$ cat config.mk
export PLATFORM = sky130hd
export DESIGN_NAME = bus_cycle_sequencer
export DESIGN_NICKNAME = d
export VERILOG_FILES = /design/src/rtl/bus_cycle_sequencer.sv
export SDC_FILE = /design/constraint.sdc
export NUM_CORES = 1
export LEC_CHECK = 0
export CAP_MARGIN = 20
export CORE_ASPECT_RATIO = 0.6
export CORE_MARGIN = 5
export CORE_UTILIZATION = 40
export CTS_CLUSTER_SIZE = 40
export DETAILED_ROUTE_END_ITERATION = 16
export PLACE_DENSITY_LB_ADDON = 0.1
export SLEW_MARGIN = 0
export SYNTH_ARGS = -nofsm -noshare
export SYNTH_HDL_FRONTEND = slang
export SYNTH_SLANG_ARGS = --single-unit
$ cat constraint.sdc
create_clock -name clk -period 2.47 [get_ports clk]
set_input_delay 0.6175 -clock clk [delete_from_list [all_inputs] [get_ports clk]]
set_output_delay 0.6175 -clock clk [all_outputs]
set_load 0.1 [all_outputs]
$ cat src/rtl/bus_cycle_sequencer.sv
// Z80-style bus cycle sequencer: fetch/read/write/I-O cycles with T1,T2,TW,T3 timing.
// Define BUS_EXTERNAL_WAIT_EN to honour notWAIT; otherwise only the mandatory I/O wait is inserted.
module bus_cycle_sequencer (
  input  logic        clk,
  input  logic        reset,
  input  logic        Req_Fetch,
  input  logic        Req_Read,
  input  logic        Req_Write,
  input  logic        Req_In,
  input  logic        Req_Out,
  input  logic [15:0] Address,
  input  logic [7:0]  DataOut,
  input  logic [7:0]  BusDataIn,
  input  logic        notWAIT,
  output logic [15:0] BusAddress,
  output logic [7:0]  BusDataOut,
  output logic        BusDataOE,
  output logic        notM1,
  output logic        notMREQ,
  output logic        notIORQ,
  output logic        notRD,
  output logic        notWR,
  output logic [7:0]  DataIn,
  output logic        Done,
  output logic        Busy,
  output logic        Overrun
);

  typedef enum logic [2:0] {IDLE, T1, T2, TW, T3} state_t;
  typedef enum logic [2:0] {K_FETCH, K_READ, K_WRITE, K_IN, K_OUT} kind_t;

  // active-high internal view of the bus controls
  typedef struct packed {
    logic m1;
    logic mreq;
    logic iorq;
    logic rd;
    logic wr;
    logic oe;
  } strb_t;

  state_t     state, nxt_state;
  kind_t      kind, nxt_kind, pick;
  logic       io_owed;
  logic       ext_wait;
  logic [4:0] reqs;
  logic       any_req, multi_req;
  strb_t      strb, nxt_strb;

`ifdef BUS_EXTERNAL_WAIT_EN
  assign ext_wait = ~notWAIT;
`else
  logic unused_wait;
  assign unused_wait = notWAIT;
  assign ext_wait    = 1'b0;
`endif

  assign reqs      = {Req_Out, Req_In, Req_Write, Req_Read, Req_Fetch};
  assign any_req   = |reqs;
  assign multi_req = (reqs & (reqs - 5'd1)) != 5'd0;

  always_comb begin
    pick = K_OUT;
    if (Req_Fetch)      pick = K_FETCH;
    else if (Req_Read)  pick = K_READ;
    else if (Req_Write) pick = K_WRITE;
    else if (Req_In)    pick = K_IN;
  end

  always_comb begin
    nxt_state = state;
    nxt_kind  = kind;
    case (state)
      IDLE: if (any_req) begin
        nxt_state = T1;
        nxt_kind  = pick;
      end
      T1:      nxt_state = T2;
      T2, TW:  nxt_state = (io_owed || ext_wait) ? TW : T3;
      T3:      nxt_state = IDLE;
      default: nxt_state = IDLE;
    endcase
  end

  // Strobes are a function of the state being entered, so they register cleanly.
  always_comb begin
    logic act, mid, is_mem, is_io, is_rdk, is_wrk;
    act    = nxt_state inside {T1, T2, TW, T3};
    mid    = nxt_state inside {T2, TW, T3};
    is_mem = nxt_kind inside {K_FETCH, K_READ, K_WRITE};
    is_io  = nxt_kind inside {K_IN, K_OUT};
    is_rdk = nxt_kind inside {K_FETCH, K_READ};
    is_wrk = nxt_kind inside {K_WRITE, K_OUT};
    nxt_strb      = '0;
    nxt_strb.m1   = (nxt_kind == K_FETCH) && (nxt_state inside {T1, T2, TW});
    nxt_strb.mreq = is_mem && act;
    nxt_strb.iorq = is_io && mid;
    nxt_strb.rd   = (is_rdk && act) || ((nxt_kind == K_IN) && mid);
    nxt_strb.wr   = is_wrk && mid;
    nxt_strb.oe   = is_wrk && act;
  end

  always_ff @(posedge clk) begin
    if (reset) begin
      state      <= IDLE;
      kind       <= K_READ;
      io_owed    <= 1'b0;
      strb       <= '0;
      BusAddress <= 16'h0000;
      BusDataOut <= 8'h00;
      DataIn     <= 8'h00;
      Done       <= 1'b0;
      Busy       <= 1'b0;
      Overrun    <= 1'b0;
    end else begin
      state <= nxt_state;
      kind  <= nxt_kind;
      strb  <= nxt_strb;
      Busy  <= (nxt_state != IDLE);
      Done  <= (state == T3);
      if (state == IDLE && any_req) begin
        BusAddress <= Address;
        BusDataOut <= DataOut;
        io_owed    <= (pick == K_IN) || (pick == K_OUT);
        if (multi_req) Overrun <= 1'b1;
      end else if (nxt_state == TW) begin
        io_owed <= 1'b0;
      end
      if (state != IDLE && any_req) Overrun <= 1'b1;
      if (state == T3 && (kind inside {K_FETCH, K_READ, K_IN})) DataIn <= BusDataIn;
    end
  end

  assign notM1     = ~strb.m1;
  assign notMREQ   = ~strb.mreq;
  assign notIORQ   = ~strb.iorq;
  assign notRD     = ~strb.rd;
  assign notWR     = ~strb.wr;
  assign BusDataOE = strb.oe;

endmodule

==> results of run 1 <==
-- path summary, 6_finish.rpt --
path	end	slack, ns	startpoint
worst max-delay path	strb[3]	0.28	Req_Fetch
worst min-delay path	BusDataOut[1]	0.46	BusDataOut[1]
worst max register to register	strb[5]	0.69	state[2]
worst min register to register	BusDataOut[1]	0.46	BusDataOut[1]
-- cell families (layout without fill, tap and decap cells) --
family | after synthesis | in the layout | share of synthesized area, %
mux | 9 | 9 | 4.986
simple gates | 86 | 86 | 20.50
xor+xnor | 1 | 1 | 0.4849
buf+inv | 18 | 107 | 4.225
flops | 48 | 48 | 53.19
compound gates | 47 | 47 | 16.62
-- where the power goes --
| group | switching, W | leakage (nW) | total [W] | internal, W |
|---|---|---|---|---|
| sequential | 0.0000390 | 0.395 | 0.000882 | 0.000843 |
| clock | 0.000256 | 0.0614 | 0.000587 | 0.000331 |
| combinational | 0.000622 | 0.674 | 0.000854 | 0.000232 |
-- critical path: cells and delay by family --
kind / cells / cell delay (ns)
AOI/OAI and AO/OA: 2 / 0.36
buffers and inverters: 1 / 0.41
and+or+nand+nor: 2 / 1.03
-- synthesized netlist by cell type, drive strengths merged (2+ instances only) --
cell type,n
nor2,15
nor2b,2
or2,3
a2111oi,2
clkbuf,7
a21oi,33
dfxtp,48
nor3,6
buf,4
o21ai,3
o2bb2ai,2
mux2i,9
nand3,2
nand2,53
or3,2
inv,7
-- metrics by stage --
step	area, µm²	utilization [%]	total power, W	setup TNS (ns)	worst slack (ns)
4_1_cts	2739	64.69	0.002345	0	0.2846
2_1_floorplan	1807	-	0.001520	0	0.4374
5_1_grt	2739	64.69	0.002433	0	0.2382
6_report	2739	64.69	0.002323	0	0.2780
3_5_place_dp	2618	61.82	0.001757	-0.02032	-0.02032
3_3_place_gp	2618	61.82	0.001749	-0.01645	-0.01115
-- cell type report --
class | count | area (µm²) | share of cell area [%]
flip-flops and latches | 48 | 960.9 | 35.08
repair buffers | 92 | 785.8 | 28.69
multi-input cells | 143 | 769.5 | 28.09
clock buffers | 6 | 82.58 | 3.015
well taps | 60 | 75.07 | 2.741
clock inverters | 2 | 38.79 | 1.416
inverters | 7 | 26.28 | 0.9593
-- sequential cells by signal (all words and copies together), names as in the netlist --
register and cells:
BusAddress 16, BusDataOut 8, DataIn 8, strb 5, kind 3, state 3
BusDataOE 1, Busy 1, Done 1, Overrun 1, io_owed 1
-- per-layer routing --
| layer | wire (µm) | vias to the layer above | track usage, % |
|---|---|---|---|
| met5 | 0 | - | 0 |
| met4 | 36 | 0 | 4.200 |
| met3 | 384 | 5 | 7.135 |
| met2 | 1844 | 54 | 23.14 |
| met1 | 2334 | 742 | 21.62 |
| li1 | - | 872 | - |
==> reports/results.tsv, run 1 <==
stage	metric	value	unit
route	wl	4599	µm
clock_tree	h-tree-depth	2	
global_route	first_global_vias	1597	
sta	slew_headroom	47.18	%
setup_path	crit_arrival	2.43	ns
synth	yosys.area.top_type	dfxtp_1	
synth	yosys.cell_types.count	32	
place	dpl.cell_count	350	
clock_tree	cts_hold_buf	0	
global_route	grt_pass1_wl	7638	µm
global_route	gr-total-overflow	0	
route	antenna_left	0	
clock_tree	cts_buffer_depth	2	
synth	yosys_warnings	0	
worst_hold_path	hold_depth	2	
setup_path	path_cells	clkdlybuf4s50_1, or4_1, a21o_1, or3_1, a21oi_2	
power	powerDensity	848.0	nW/µm²
cells_and_area	area_delta_synth_final	51.59	%
place	routabilityCongestion	0.7691	
global_route	antenna_found_initial	0	
synth	syn-num-nets	249	
floorplan	die_h	62.06	µm
synth	synth_cells	209	
route	drcViolationCount	0	
setup_path	cp-end-kind	flip-flop	
sta	maxSlewViolCount	0	
route	first_iter_violations	41	
cells_and_area	final_cell_mix	54 x buf_4, 53 x nand2_1, 48 x dfxtp_1, 38 x clkdlybuf4s50_1, 32 x a21oi_1	
cells_and_area	final_common_cell	buf_4	
setup_path	critical_path_class	in2reg	
sta	period_share	88.74	%
setup_path	required	2.70	ns
sta	rsz0062_at_grt	false	
synth	synth_edf_count	0	
worst_hold_path	hold_path_class	reg2reg	
synth	yosys_register_bits	48	
cells_and_area	fin_nets	337	
setup_path	worst_r2r_path_depth	3	
route	vias_per_cell	4.673	
clock_tree	cts_root_buf	clkbuf_8	
power	ir_worst_vdd	481.5	µV
sta	tightest_slew	0.7880	ns
place	port_buffers	79	
synth	synth_flop_cell	dfxtp_1	
synth	synthArstFlopShare	0	%
setup_path	cp_max_fo	4	
sta	min_period	2.192	ns
global_route	grt_max_degree	42	
cells_and_area	drive_gt1_share	24.50	%
floorplan	ioPinCount	81	
clock_tree	numCtsBuffers	5	
floorplan	core	4234	µm²
route	dr.pass1.iters	4	
synth	avgSynthCellArea	8.645	µm²
setup_path	worst_path_max_delay_cell	or4_1	
setup_path	cp-start-kind	input pin	
status	status	finished, final reports clean	
cells_and_area	fin_cells	358	
sta	hold_violations	0	
sta	holdWs	0.4572	ns
cells_and_area	fill_cells	379	
route	via_count	1673	
cells_and_area	diodes	0	
place	dpl.hpwl	3402	µm
synth	syn_area	1807	µm²
synth	synth.top_cells.by_area	dfxtp_1 53%, nand2_1 11%, a21oi_1 8.9%	
sta	finalSetupViolations	0	
floorplan	initial_core_util	42.67	%
synth	yosysSeqAreaShare	53.19	%
sta	finalClockSkew	0.006382	ns
clock_tree	cts_tree	built	
clock_tree	cts_sinks	48	
power	power.leakage	1.130	nW
global_route	grt_use_total	15.92	%
clock_tree	cts_setup_buffers	0	
clock_tree	clk_pin_slew	0.09	ns
sta	max_freq	456.2	MHz
route	route.detailed.wl_per_inst	12.85	µm
clock_tree	clk_latency	0.30	ns
floorplan	dieArea	6005	µm²
floorplan	die_width	96.77	µm
floorplan	fp-row-count	18	
job	cap_violations	0	
synth	synth_top_area_share	53.19	%
clock_tree	post_cts_resize_count	0	
setup_path	critPathMaxStageDelay	0.65	ns
(Power assumes the default switching activity.)
==> run 2, diff against run 1 <==
CELL_PAD_IN_SITES_DETAIL_PLACEMENT = 1   (was not set)
CELL_PAD_IN_SITES_GLOBAL_PLACEMENT = 1   (was not set)
CORE_UTILIZATION = 29   (was 40)
==> reports/results.tsv, run 2 (synthesized netlist as in run 1, its figures left out) <==
stage	metric	value	unit
setup_path	r2r_end	strb[3]	
clock_tree	post_cts_resize_count	0	
cells_and_area	final_util	46.38	%
place	port_buffers	79	
global_route	antenna_found_initial	0	
place	routabilityCongestion	0.7284	
cells_and_area	diodes	0	
sta	hold_violations	0	
setup_path	cp_max_fo	4	
sta	tightest_slew	0.4373	ns
floorplan	initial_core_util	29.70	%
floorplan	dieArea	7961	µm²
route	antenna_left	0	
route	drcViolationCount	0	
floorplan	core	6083	µm²
floorplan	fp-row-count	22	
worst_hold_path	hold_path_class	reg2reg	
setup_path	cp-end-kind	flip-flop	
clock_tree	cts_setup_buffers	0	
power	ir_worst_vdd	321.5	µV
cells_and_area	drive_gt1_share	25.00	%
sta	finalSetupViolations	0	
clock_tree	clk_latency	0.29	ns
route	wl	5063	µm
clock_tree	cts_hold_buf	0	
floorplan	ioPinCount	81	
cells_and_area	final_cell_mix	56 x buf_4, 53 x nand2_1, 48 x dfxtp_1, 38 x clkdlybuf4s50_1, 32 x a21oi_1	
sta	slew_headroom	70.85	%
route	first_iter_violations	40	
cells_and_area	fin_nets	339	
floorplan	die_width	111.9	µm
cells_and_area	fill_cells	741	
clock_tree	h-tree-depth	2	
sta	finalClockSkew	0.003252	ns
clock_tree	cts_tree	built	
route	route.detailed.wl_per_inst	13.18	µm
sta	rsz0062_at_grt	false	
global_route	grt_pass1_wl	8362	µm
route	vias_per_cell	4.404	
global_route	first_global_vias	1708	
status	status	finished, final reports clean	
setup_path	path_cells	clkdlybuf4s50_1, or4_1, a21o_1, or3_1, a21oi_2	
setup_path	crit_end	strb[3]	
sta	min_period	2.208	ns
sta	maxSlewViolCount	0	
cells_and_area	largest_registers	BusAddress: 16 flops, BusDataOut: 8 flops, DataIn: 8 flops	
setup_path	crit_arrival	2.44	ns
sta	period_share	89.39	%
clock_tree	cts_sinks	48	
setup_path	cp-startpoint	Req_Fetch	
sta	holdWs	0.4577	ns
clock_tree	clk_pin_slew	0.09	ns
clock_tree	cts_buffer_depth	2	
setup_path	critical_path_class	in2reg	
setup_path	critPathMaxStageDelay	0.65	ns
cells_and_area	final_common_cell	buf_4	
route	via_count	1691	
sta	max_freq	452.9	MHz
setup_path	r2r_slack	0.71	ns
cells_and_area	largest_register_ffs	16	
power	power.leakage	1.157	nW
setup_path	required	2.70	ns
global_route	grt_use_total	13.04	%
power	powerDensity	888.3	nW/µm²
clock_tree	cts_root_buf	clkbuf_8	
setup_path	worst_r2r_path_depth	4	
job	cap_violations	0	
clock_tree	numCtsBuffers	5	
setup_path	worst_path_max_delay_cell	or4_1	
place	place_area	2663	µm²
cells_and_area	final_cell_area	2821	µm²
setup_path	timing.rr.start	state[2]	
worst_hold_path	holdCritStartpoint	BusAddress[3]	
setup_path	cp-start-kind	input pin	
route	dr.pass1.iters	4	
floorplan	die_h	71.14	µm
place	dpl.hpwl	3820	µm
global_route	grt_max_degree	42	
global_route	gr-total-overflow	0	
cells_and_area	area_delta_synth_final	56.16	%
cells_and_area	largest_register	BusAddress	
run 2: final cells by class:
cell class | instances | area [µm²] | share of cell area, %
clock inverters | 3 | 90.09 | 3.193
inverters | 7 | 26.28 | 0.9313
multi-input cells | 143 | 769.5 | 27.27
well taps | 84 | 105.1 | 3.725
clock buffers | 5 | 68.82 | 2.439
repair buffers | 94 | 800.8 | 28.38
flip-flops and latches | 48 | 960.9 | 34.06
run 2: worst min-delay path by stage:
stage | to | slack, ns | cells after the start
floorplan | state[2] | 0.44 | 1
global placement | BusAddress[13] | 0.44 | 2
detailed placement | BusAddress[15] | 0.45 | 2
CTS | BusAddress[15] | 0.46 | 2
global route | BusAddress[8] | 0.48 | 2
finish | BusAddress[3] | 0.46 | 2
run 2: worst max-delay path, delay by kind of cell:
| kind | cells | cell delay [ns] |
|---|---|---|
| compound gates | 2 | 0.37 |
| simple gates | 2 | 1.03 |
| buf+inv | 1 | 0.42 |
run 2: through the flow:
step            TNS, ns  power [W]  instances  worst slack [ns]
6_report              0   0.002506        384            0.2621
5_1_grt               0   0.002627        384            0.1998
4_1_cts               0   0.002554        384            0.2619
3_5_place_dp   -0.06631   0.001772        376          -0.05357
3_3_place_gp   -0.05887   0.001766        376          -0.04342
2_1_floorplan         0   0.001520        209            0.4374
run 2: power breakdown:
| group | switching [W] | internal [W] | leakage [nW] |
|---|---|---|---|
| Clock | 0.000257 | 0.000506 | 0.0784 |
| Combinational | 0.000623 | 0.000237 | 0.684 |
| Sequential | 0.0000402 | 0.000843 | 0.395 |
run 2: layer usage:
metal / global-route usage (%) / vias up / wire, µm
met5: 0 / - / 0
met4: 4.453 / 0 / 48
met3: 5.385 / 2 / 370
met2: 18.73 / 42 / 2207
met1: 17.65 / 771 / 2436
li1: - / 876 / -
